==> src/rtl/calc_pkg.sv <==
`default_nettype none
// ============================================================================
//  Module      : calc_pkg
//  Description : Shared types and constants for the calculator execute block.
//                Holds the opcode encoding, the controller state encoding,
//                the iteration count of the multi-cycle operations and the
//                value reported for a divide by zero.
//  Revision    : 1.0 - initial release
// ============================================================================
package calc_pkg;

    // Number of ITER cycles for the iterative operations (one bit per cycle).
    localparam int ITER_COUNT = 16;
    localparam int CNT_W      = $clog2(ITER_COUNT);

    // Result reported when a division is attempted with a zero divisor.
    localparam logic [31:0] DIV0_RESULT = 32'hFFFF_FFFF;

    typedef enum logic [1:0] {
        OP_ADD = 2'b00,
        OP_SUB = 2'b01,
        OP_MUL = 2'b10,
        OP_DIV = 2'b11
    } calc_op_e;

    typedef enum logic [1:0] {
        ST_IDLE = 2'b00,
        ST_LOAD = 2'b01,
        ST_ITER = 2'b10,
        ST_DONE = 2'b11
    } calc_state_e;

endpackage
`default_nettype wire

==> src/rtl/calc_iter_step.sv <==
`default_nettype none
// ============================================================================
//  Module      : calc_iter_step
//  Description : One combinational step of the iterative datapath. Both
//                operations consume the shift register MSB first:
//                  mul : acc = (acc << 1) + (shreg[15] ? operand : 0)
//                        shreg shifts left, zero fill.
//                  div : restoring division; acc[15:0] is the partial
//                        remainder, shreg holds the dividend shifting out and
//                        the quotient bits shifting in.
//  Ports       : i_is_div  - select divide step (else multiply step)
//                i_acc     - accumulator / partial remainder in
//                i_shreg   - multiplier / dividend-quotient register in
//                i_operand - multiplicand / divisor
//                o_acc     - next accumulator / partial remainder
//                o_shreg   - next shift register
//  Revision    : 1.0 - initial release
// ============================================================================
module calc_iter_step (
    input  logic        i_is_div,
    input  logic [31:0] i_acc,
    input  logic [15:0] i_shreg,
    input  logic [15:0] i_operand,
    output logic [31:0] o_acc,
    output logic [15:0] o_shreg
);

    logic [31:0] w_mul_acc;
    logic [16:0] w_trial;
    logic [15:0] w_rem_sub;
    logic        w_fits;

    assign w_mul_acc = (i_acc << 1) + (i_shreg[15] ? {16'h0000, i_operand} : 32'h0000_0000);

    // The shifted remainder needs 17 bits for the compare. When the divisor
    // fits, the difference is below the divisor and so fits in 16 bits,
    // which lets the subtraction itself stay 16 bits wide.
    assign w_trial   = {i_acc[15:0], i_shreg[15]};
    assign w_fits    = (w_trial >= {1'b0, i_operand});
    assign w_rem_sub = w_trial[15:0] - i_operand;

    always_comb begin
        o_acc   = w_mul_acc;
        o_shreg = {i_shreg[14:0], 1'b0};
        if (i_is_div) begin
            o_acc   = {16'h0000, (w_fits ? w_rem_sub : w_trial[15:0])};
            o_shreg = {i_shreg[14:0], w_fits};
        end
    end

endmodule
`default_nettype wire

==> src/rtl/calc_execute_controller.sv <==
`default_nettype none
// ============================================================================
//  Module      : calc_execute_controller
//  Description : Execute controller of a 16-bit calculator. Operands and the
//                opcode are latched from the switches; a rising edge of
//                compute_req starts an add/sub (single cycle), or a mul/div
//                (16 iterations). The result is published on entry to DONE.
//  Ports       : clk             - system clock, rising edge
//                reset           - asynchronous active-high reset
//                switches[15:0]  - operand / opcode source
//                store_num1      - load operand A from switches
//                store_num2      - load operand B from switches
//                store_operation - load opcode from switches[1:0]
//                compute_req     - start request (rising edge)
//                busy            - computation in progress (LOAD/ITER)
//                done            - one-cycle completion pulse
//                result[31:0]    - last completed answer
//                div_error       - last completion was a divide by zero
//                op_code[1:0]    - currently stored opcode
//  Revision    : 1.0 - initial release
// ============================================================================
module calc_execute_controller
    import calc_pkg::*;
(
    input  logic        clk,
    input  logic        reset,
    input  logic [15:0] switches,
    input  logic        store_num1,
    input  logic        store_num2,
    input  logic        store_operation,
    input  logic        compute_req,
    output logic        busy,
    output logic        done,
    output logic [31:0] result,
    output logic        div_error,
    output logic [1:0]  op_code
);

    calc_state_e      r_state;
    calc_state_e      w_next_state;

    logic [15:0]      r_num_a;
    logic [15:0]      r_num_b;
    calc_op_e         r_op;

    logic             r_req_prev;
    logic             r_armed;
    logic             w_req_edge;

    logic [CNT_W-1:0] r_count;
    calc_op_e         r_snap_op;
    logic [15:0]      r_snap_b;
    logic [31:0]      r_acc;
    logic [15:0]      r_shreg;

    logic [31:0]      r_result;
    logic             r_div_error;

    logic [16:0]      w_sum;
    logic [16:0]      w_diff;
    logic [31:0]      w_quick_result;
    logic             w_quick_is_div0;

    logic [31:0]      w_step_acc;
    logic [15:0]      w_step_shreg;
    logic             w_snap_is_div;

    // ------------------------------------------------------------------
    // Start detection. r_armed stays low after reset until compute_req has
    // been seen low, so a level held through reset cannot pose as an edge.
    // ------------------------------------------------------------------
    assign w_req_edge = compute_req & ~r_req_prev & r_armed;

    // ------------------------------------------------------------------
    // Single-cycle results, evaluated from the stored operands in LOAD
    // (stores are blocked while busy, so they equal the snapshot).
    // ------------------------------------------------------------------
    assign w_sum           = {1'b0, r_num_a} + {1'b0, r_num_b};
    assign w_diff          = {1'b0, r_num_a} - {1'b0, r_num_b};
    assign w_quick_is_div0 = (r_op == OP_DIV) && (r_num_b == 16'h0000);

    always_comb begin
        w_quick_result = DIV0_RESULT;
        case (r_op)
            OP_ADD:  w_quick_result = {15'd0, w_sum};
            OP_SUB:  w_quick_result = {{15{w_diff[16]}}, w_diff};
            default: w_quick_result = DIV0_RESULT;
        endcase
    end

    // ------------------------------------------------------------------
    // Iterative step
    // ------------------------------------------------------------------
    assign w_snap_is_div = (r_snap_op == OP_DIV);

    calc_iter_step u_iter_step (
        .i_is_div  (w_snap_is_div),
        .i_acc     (r_acc),
        .i_shreg   (r_shreg),
        .i_operand (r_snap_b),
        .o_acc     (w_step_acc),
        .o_shreg   (w_step_shreg)
    );

    // ------------------------------------------------------------------
    // FSM next state and outputs
    // ------------------------------------------------------------------
    always_comb begin
        w_next_state = r_state;
        busy         = 1'b0;
        done         = 1'b0;
        case (r_state)
            ST_IDLE: begin
                if (w_req_edge) begin
                    w_next_state = ST_LOAD;
                end
            end
            ST_LOAD: begin
                busy = 1'b1;
                if ((r_op == OP_ADD) || (r_op == OP_SUB) || w_quick_is_div0) begin
                    w_next_state = ST_DONE;
                end else begin
                    w_next_state = ST_ITER;
                end
            end
            ST_ITER: begin
                busy = 1'b1;
                if (r_count == '0) begin
                    w_next_state = ST_DONE;
                end
            end
            ST_DONE: begin
                done         = 1'b1;
                w_next_state = ST_IDLE;
            end
            default: begin
                w_next_state = ST_IDLE;
            end
        endcase
    end

    // ------------------------------------------------------------------
    // State, latches and datapath registers
    // ------------------------------------------------------------------
    always_ff @(posedge clk or posedge reset) begin
        if (reset) begin
            r_state     <= ST_IDLE;
            r_num_a     <= 16'h0000;
            r_num_b     <= 16'h0000;
            r_op        <= OP_ADD;
            r_req_prev  <= 1'b0;
            r_armed     <= 1'b0;
            r_count     <= '0;
            r_snap_op   <= OP_ADD;
            r_snap_b    <= 16'h0000;
            r_acc       <= 32'h0000_0000;
            r_shreg     <= 16'h0000;
            r_result    <= 32'h0000_0000;
            r_div_error <= 1'b0;
        end else begin
            // History always follows the input, so an edge landing in DONE
            // is consumed here and is not replayed once back in IDLE.
            r_req_prev <= compute_req;
            r_armed    <= r_armed | ~compute_req;
            r_state    <= w_next_state;

            if (!busy) begin
                if (store_num1) begin
                    r_num_a <= switches;
                end
                if (store_num2) begin
                    r_num_b <= switches;
                end
                if (store_operation) begin
                    r_op <= calc_op_e'(switches[1:0]);
                end
            end

            case (r_state)
                ST_LOAD: begin
                    r_count   <= CNT_W'(ITER_COUNT - 1);
                    r_snap_op <= r_op;
                    r_snap_b  <= r_num_b;
                    r_shreg   <= r_num_a;
                    r_acc     <= 32'h0000_0000;
                    if (w_next_state == ST_DONE) begin
                        r_result    <= w_quick_result;
                        r_div_error <= w_quick_is_div0;
                    end
                end
                ST_ITER: begin
                    r_acc   <= w_step_acc;
                    r_shreg <= w_step_shreg;
                    if (r_count != '0) begin
                        r_count <= r_count - 1'b1;
                    end else begin
                        // Last step: publish straight from the step outputs.
                        r_result    <= w_snap_is_div ? {w_step_acc[15:0], w_step_shreg}
                                                     : w_step_acc;
                        r_div_error <= 1'b0;
                    end
                end
                default: begin
                end
            endcase
        end
    end

    assign result    = r_result;
    assign div_error = r_div_error;
    assign op_code   = r_op;

endmodule
`default_nettype wire

==> config.mk <==
export PLATFORM = sky130hd
export DESIGN_NAME = calc_execute_controller
export DESIGN_NICKNAME = d
export VERILOG_FILES = /design/src/rtl/calc_pkg.sv /design/src/rtl/calc_iter_step.sv /design/src/rtl/calc_execute_controller.sv
export SDC_FILE = /design/constraint.sdc
export NUM_CORES = 1
export LEC_CHECK = 0
export CORE_UTILIZATION = 35
export CTS_BUF_LIST = sky130_fd_sc_hd__clkbuf_2
export CTS_CLUSTER_DIAMETER = 120
export DETAILED_ROUTE_END_ITERATION = 8
export PLACE_DENSITY = 0.49
export REMOVE_ABC_BUFFERS = 1
export SYNTH_ARGS = -nofsm -noshare
export SYNTH_HDL_FRONTEND = slang
export SYNTH_SLANG_ARGS = --single-unit
export TNS_END_PERCENT = 100
==> constraint.sdc <==
create_clock -name clk -period 9.8 [get_ports clk]
set_clock_uncertainty 0.15 [all_clocks]
set_input_delay 1.96 -clock clk [delete_from_list [all_inputs] [get_ports clk]]
set_output_delay 1.96 -clock clk [all_outputs]
set_load 0.02 [all_outputs]
==> results.toml, run 1 <==
[die]
initial_core_utilization_pct = 36.1
die-height_um = 170
fp.dieW_um = 170
area_of_the_core_region_sq_mm = 0.0273
design.die.area_sq_mm = 0.0288
num_io_pins = 59
std_cell_rows = 60

[timing]
highest_clock_frequency_the_design_can_meet_mhz = 226
period_minus_slack_ns = 4.42
setup_violations = 0
setup_total_negative_slack_ns = 0
timing.max_slew.rel_slack_pct = 30.0
final-max-slew-violation-count = 0
rsz0062_at_grt = "no"
layout_worst_path_cycle_share_pct = 45.1
report.final.hold_viol_count = 0
least_margin_pin_slew_ns = 1.05

[logic_synthesis]
synth_sequential_area_ratio_pct = 35.7
ys_ff_latch = 140
synth_cells = 1113
postSynth.topFlopCell = "sky130_fd_sc_hd__dfrtp_1"
syn-mean-instance-area_sq_um = 8.83
syn-cell-area_sq_mm = 0.00983
number_of_distinct_library_cells_after_synthesis = 87
synth_enable_flop_cells = 0
async_reset_ff_share_pct = 100
synth.yosys.warnings = 0

[detailed_routing]
wirelength_um = 30600
avgViaCountPerCell = 5.37
vias = 8259
dr.pass1.iters = 5
detail_route.wl_per_cell_um = 19.9
route.antenna.remaining_nets = 0
detail_route.iter0.violations = 656
drc_errors = 0

[cts]
number_of_buffers_created_by_cts = 17
longest_clk_path_bufs = 2
cts_tree = "yes"
root_buffer = "sky130_fd_sc_hd__clkbuf_2"
cts_htree_levels = 4
postCtsSetupRepairBufs = 0
insertion_delay_ns = 0.79
worst_setup_hold_path_clk_slew_ns = 0.28
postCtsResizedCells = 0
clock-sinks = 140
holdBufCountCts = 0

[grt]
track_usage_pct = 22.2
global_route_wire_length_before_repair_um = 48100
remaining_overflow_grt = 0
maximum_number_of_pins_on_one_net_before_global_route_repair = 82
grt_pass1_vias = 8124
grt_antenna_before_repair = 1

[worst_setup_path]
worstSetupStartpoint = "r_state[0]$_DFF_PP0_"
cp_data_arrival_time_ns = 2.31
cp-start-kind = "flop"
worst-endpoint-required_ns = 7.69
end_kind = "output port"
r2r_start = "r_shreg[15]$_DFFE_PP0P_"
path_class = "reg -> out"
path_max_fanout = 4

[min_path]
hold_startpoint = "r_armed$_DFF_PP0_"
hp-class = "reg -> reg"

[outcome]
outcome = "finished, final reports clean"

[flow_run]
max_cap_viol_count = 0

[placement]
portBuffers = 58
dp_hpwl_um = 22400
globalplace.congestion = 0.871

[cells_and_area]
area_growth_pct = 11.8
nFillCells = 2766
fin_util_pct = 40.3
final_net_count = 1246
drive_gt1_share_pct = 9.36
[cell type report]
type                       instances  area (sq um)  share of cell area [%]
antenna                            1          2.50                  0.0228
inverter                          75           287                    2.61
multi-input combinational        844          5810                    52.9
tap                              372           465                    4.24
timing repair buffer              73           693                    6.31
sequential                       140          3500                    31.9
clock buffer                      17          85.1                   0.774
clock inverter                    15           143                    1.30
[metal layers]
layer | share of wire [%] | global-route usage, % | routed length, um
met1 | 48 | 30.3 | 14800
met2 | 47 | 36.6 | 14300
met3 | 3.1 | 3.24 | 951
met4 | 1.9 | 5.80 | 592
met5 | 0 | 0 | 0
[sequential cells by signal, summed over array words and instances, names as in the netlist]
signal      flops
r_snap_b       16
r_req_prev      1
r_snap_op       2
r_armed         1
r_count         4
r_state         2
r_num_b        16
r_acc          31
r_num_a        16
result         32
r_shreg        16
div_error       1
op_code         2
[synth_stat cells (all sizes together), types with 17 or more instances]
| cell type | n | area (sq um) |
|---|---|---|
| xnor2 | 33 | 289 |
| nor3 | 25 | 136 |
| a211oi | 17 | 133 |
| buf | 17 | 103 |
| nand2 | 112 | 423 |
| inv | 74 | 278 |
| mux2 | 31 | 349 |
| mux2i | 28 | 280 |
| nor2 | 92 | 348 |
| clkbuf | 37 | 140 |
| ha | 69 | 863 |
| dfrtp | 140 | 3500 |
| a21oi | 82 | 410 |
| o21ai | 102 | 518 |
[path summary, 6_finish.rpt]
| kind | to | slack [ns] | cells after the start |
|---|---|---|---|
| min reg2reg | r_armed$_DFF_PP0_ | 0.36 | 1 |
| max | busy | 5.38 | 3 |
| max in group asynchronous | r_num_b[12]$_DFFE_PP0P_ | 6.75 | 3 |
| max reg2reg | r_acc[14]$_DFFE_PP0P_ | 5.81 | 12 |
| min | r_armed$_DFF_PP0_ | 0.36 | 1 |
| min in group asynchronous | r_acc[4]$_DFFE_PP0P_ | 1.48 | 2 |
[critical path, cell delays in order, from the launching register on]
cell                              delay (ns)
sky130_fd_sc_hd__dfrtp_1                0.46
sky130_fd_sc_hd__inv_1                  0.09
sky130_fd_sc_hd__ha_2                   0.36
sky130_fd_sc_hd__clkdlybuf4s50_1        0.61
[metrics by stage]
step / hold WS (ns) / setup slack [ns] / instance area (sq um) / std cells
2_1_floorplan: 0.285 / 3.94 / 9580 / 1059
3_3_place_gp: 0.306 / 5.38 / 10800 / 1504
3_5_place_dp: 0.305 / 5.35 / 10800 / 1504
4_1_cts: 0.362 / 5.29 / 11000 / 1536
5_1_grt: 0.402 / 5.20 / 11000 / 1537
6_report: 0.355 / 5.38 / 11000 / 1537
[cell usage in the layout, fill, tap and decap left out, types with 6 or more instances in the layout]
master,n
sky130_fd_sc_hd__a211oi_1,16
sky130_fd_sc_hd__a21o_1,15
sky130_fd_sc_hd__a21oi_1,81
sky130_fd_sc_hd__a221oi_1,6
sky130_fd_sc_hd__a22o_1,6
sky130_fd_sc_hd__a31oi_1,16
sky130_fd_sc_hd__a32o_1,8
sky130_fd_sc_hd__and3_1,9
sky130_fd_sc_hd__buf_4,15
sky130_fd_sc_hd__clkbuf_2,17
sky130_fd_sc_hd__clkdlybuf4s50_1,58
sky130_fd_sc_hd__dfrtp_1,140
sky130_fd_sc_hd__ha_1,67
sky130_fd_sc_hd__inv_1,72
sky130_fd_sc_hd__inv_6,6
sky130_fd_sc_hd__inv_8,6
sky130_fd_sc_hd__mux2_2,31
sky130_fd_sc_hd__mux2i_1,28
sky130_fd_sc_hd__nand2_1,111
sky130_fd_sc_hd__nand2b_1,9
sky130_fd_sc_hd__nand3_1,13
sky130_fd_sc_hd__nand4_1,6
sky130_fd_sc_hd__nor2_1,91
sky130_fd_sc_hd__nor2b_1,11
sky130_fd_sc_hd__nor3_1,24
sky130_fd_sc_hd__o211ai_1,8
sky130_fd_sc_hd__o21a_1,12
sky130_fd_sc_hd__o21ai_0,94
sky130_fd_sc_hd__o21ai_1,6
sky130_fd_sc_hd__o21bai_1,12
sky130_fd_sc_hd__o22ai_1,9
sky130_fd_sc_hd__o2bb2ai_1,10
sky130_fd_sc_hd__o31a_1,6
sky130_fd_sc_hd__o31ai_1,7
sky130_fd_sc_hd__or3_1,8
sky130_fd_sc_hd__xnor2_1,33
sky130_fd_sc_hd__xor2_1,7
[cell families (layout without fill, tap and decap cells)]
kind of cell | Yosys count | in the layout | share of synthesized area, %
adder cells (fa/ha/maj) | 73 | 73 | 9.60
AND/OR/NAND/NOR | 314 | 314 | 15.2
buffers and inverters | 129 | 180 | 5.33
multiplexers | 59 | 59 | 6.40
AO/OA/AOI/OAI | 358 | 358 | 24.3
flip-flops | 140 | 140 | 35.7
XOR/XNOR | 40 | 40 | 3.57
other | 0 | 1 | 0
Power of run 1 is left out: the tool's default activity adds up to more than one toggle a clock period on the data nets, which glitch-free logic cannot reach.
==> run 2: changes to the inputs <==
- clock period: 9.8 -> 4.3 ns (I/O delays scaled with it)
==> run 2 against run 1 <==
  * Via count grew 3.0%
  * Design area rose by 0.71%
  * First-iteration DRC count is 7.8% lower
  * Cell count rose by 0.52%
  * Critical path type is now reg -> reg
  * Register-to-register slack worse by 5.2 ns
==> results.toml, run 2 (synthesis results as in run 1) <==
[cells_and_area]
final_net_count = 1254
largest_register_ffs = 32
layout_common_cells = "140 x sky130_fd_sc_hd__dfrtp_1, 111 x sky130_fd_sc_hd__nand2_1, 94 x sky130_fd_sc_hd__o21ai_0"
area_growth_pct = 12.6
most_common_cell_after_layout_fill_and_taps_aside = "sky130_fd_sc_hd__dfrtp_1"
drive_gt1_share_pct = 9.81
layout.cell_area.non_filler_sq_mm = 0.0111

[cts]
worst_setup_hold_path_clk_slew_ns = 0.24
number_of_buffers_created_by_cts = 17
longest_clk_path_bufs = 2
holdBufCountCts = 0
root_buffer = "sky130_fd_sc_hd__clkbuf_2"
postCtsResizedCells = 0
cts_htree_levels = 4
clock-sinks = 140
cts_tree = "yes"
insertion_delay_ns = 0.74
postCtsSetupRepairBufs = 0

[flow_run]
max_cap_viol_count = 0

[outcome]
outcome = "finished, final reports clean"

[grt]
track_usage_pct = 22.7
remaining_overflow_grt = 0
maximum_number_of_pins_on_one_net_before_global_route_repair = 70
grt_pass1_vias = 8491
global_route_wire_length_before_repair_um = 49700
grt_antenna_before_repair = 1

[worst_setup_path]
slowest_delay_ns = 0.48
cp-start-kind = "flop"
worstPathCellList = "inv_1, nor2_1, ha_1, inv_1, fa_1, nor2b_1, o31a_1, o211a_1, o21ai_2, o21ai_2, a21boi_0, o21ai_0, a211oi_1"
path_delay_family = "compound AO/OA/AOI/OAI gates"
worst-endpoint-required_ns = 4.77
cp_data_arrival_time_ns = 4.20
path_class = "reg -> reg"
critPathBufInv = 2
path_max_fanout = 15
end_kind = "flop"
slowest_stage = "sky130_fd_sc_hd__dfrtp_1"

[die]
initial_core_utilization_pct = 36.1
design.die.area_sq_mm = 0.0288
fp.dieW_um = 170
num_io_pins = 59
std_cell_rows = 60
die-height_um = 170
area_of_the_core_region_sq_mm = 0.0273

[detailed_routing]
wirelength_um = 31500
route.antenna.remaining_nets = 0
drc_errors = 0
avgViaCountPerCell = 5.51
detail_route.wl_per_cell_um = 20.4
vias = 8506
dr.pass1.iters = 5
detail_route.iter0.violations = 605

[timing]
setup_violations = 0
report.final.hold_viol_count = 0
layout_worst_path_cycle_share_pct = 86.7
period_minus_slack_ns = 3.73
timing.max_slew.rel_slack_pct = 45.8
rsz0062_at_grt = "no"
least_margin_pin_slew_ns = 0.812
final-max-slew-violation-count = 0
highest_clock_frequency_the_design_can_meet_mhz = 268

[min_path]
hp-class = "reg -> reg"

[placement]
dp_hpwl_um = 23200
portBuffers = 58
globalplace.congestion = 0.965
post_dp_cell_area_sq_mm = 0.0108
run 2: cell count changes in the layout (fill, tap and decap cells not counted):
cell / previous run / this run
sky130_fd_sc_hd__buf_12: 0 / 2
sky130_fd_sc_hd__buf_4: 15 / 21
sky130_fd_sc_hd__bufinv_16: 0 / 1
sky130_fd_sc_hd__clkinv_1: 1 / 3
sky130_fd_sc_hd__clkinv_2: 1 / 2
sky130_fd_sc_hd__clkinv_4: 3 / 1
sky130_fd_sc_hd__clkinvlp_4: 0 / 2
sky130_fd_sc_hd__inv_6: 6 / 7
sky130_fd_sc_hd__inv_8: 6 / 1
run 2: layer usage:
layer  global-route usage [%]  part of all wire (%)  vias to the layer above
met3                     3.17                   4.6                       40
li1                         -                     -                     4104
met4                     6.27                   2.1                        0
met5                        0                     0                        -
met1                     30.4                    46                     4134
met2                     38.2                    47                      228
run 2: stage by stage:
stage                     std cells  worst slack, ns  hold slack (ns)  TNS (ns)  util, %
after floorplan                1059           -0.463            0.285    -64.80        -
after global placement         1512            0.739            0.302         0     39.8
after detailed placement       1512            0.662            0.303         0     39.8
after CTS                      1544            0.617            0.354         0     40.6
after global routing           1545            0.367            0.383         0     40.6
final                          1545            0.570            0.359         0     40.6
run 2: worst reg2reg max path, stage by stage (launching register included):
cell                       delay [ns]
sky130_fd_sc_hd__dfrtp_1         0.48
sky130_fd_sc_hd__inv_1           0.28
sky130_fd_sc_hd__nor2_1          0.19
sky130_fd_sc_hd__ha_1            0.19
sky130_fd_sc_hd__inv_1           0.06
sky130_fd_sc_hd__fa_1            0.38
sky130_fd_sc_hd__nor2b_1         0.25
sky130_fd_sc_hd__o31a_1          0.31
sky130_fd_sc_hd__o211a_1         0.30
sky130_fd_sc_hd__o21ai_2         0.12
sky130_fd_sc_hd__o21ai_2         0.38
sky130_fd_sc_hd__a21boi_0        0.16
sky130_fd_sc_hd__o21ai_0         0.26
sky130_fd_sc_hd__a211oi_1        0.11
run 2: layout make-up:
class                   instances  area, sq um
fillers                      2817        16200
multi-input cells             844         5810
flip-flops and latches        140         3500
repair buffers                 81          778
well taps                     372          465
inverters                      75          287
clock inverters                15          135
clock buffers                  17         85.1
diodes                          1         2.50
run 2: worst paths after layout:
path	from	to	slack, ns	cells past startpoint
min in group asynchronous	reset	r_acc[17]$_DFFE_PP0P_	0.41	2
min reg2reg	r_armed$_DFF_PP0_	r_armed$_DFF_PP0_	0.36	1
max in group asynchronous	reset	r_state[1]$_DFF_PP0_	2.90	3
max reg2reg	r_shreg[15]$_DFFE_PP0P_	result[25]$_DFFE_PP0P_	0.57	13
min	r_armed$_DFF_PP0_	r_armed$_DFF_PP0_	0.36	1
max	r_shreg[15]$_DFFE_PP0P_	result[25]$_DFFE_PP0P_	0.57	13
Power of run 2 is left out for the same reason.
==> run 3: changes to the inputs <==
- ABC_CLOCK_PERIOD_IN_PS: default -> 4300
==> results of run 3 <==
No change in the layout: final DEF, timing and power equal those of run 2.
Power of run 3 is left out for the same reason.
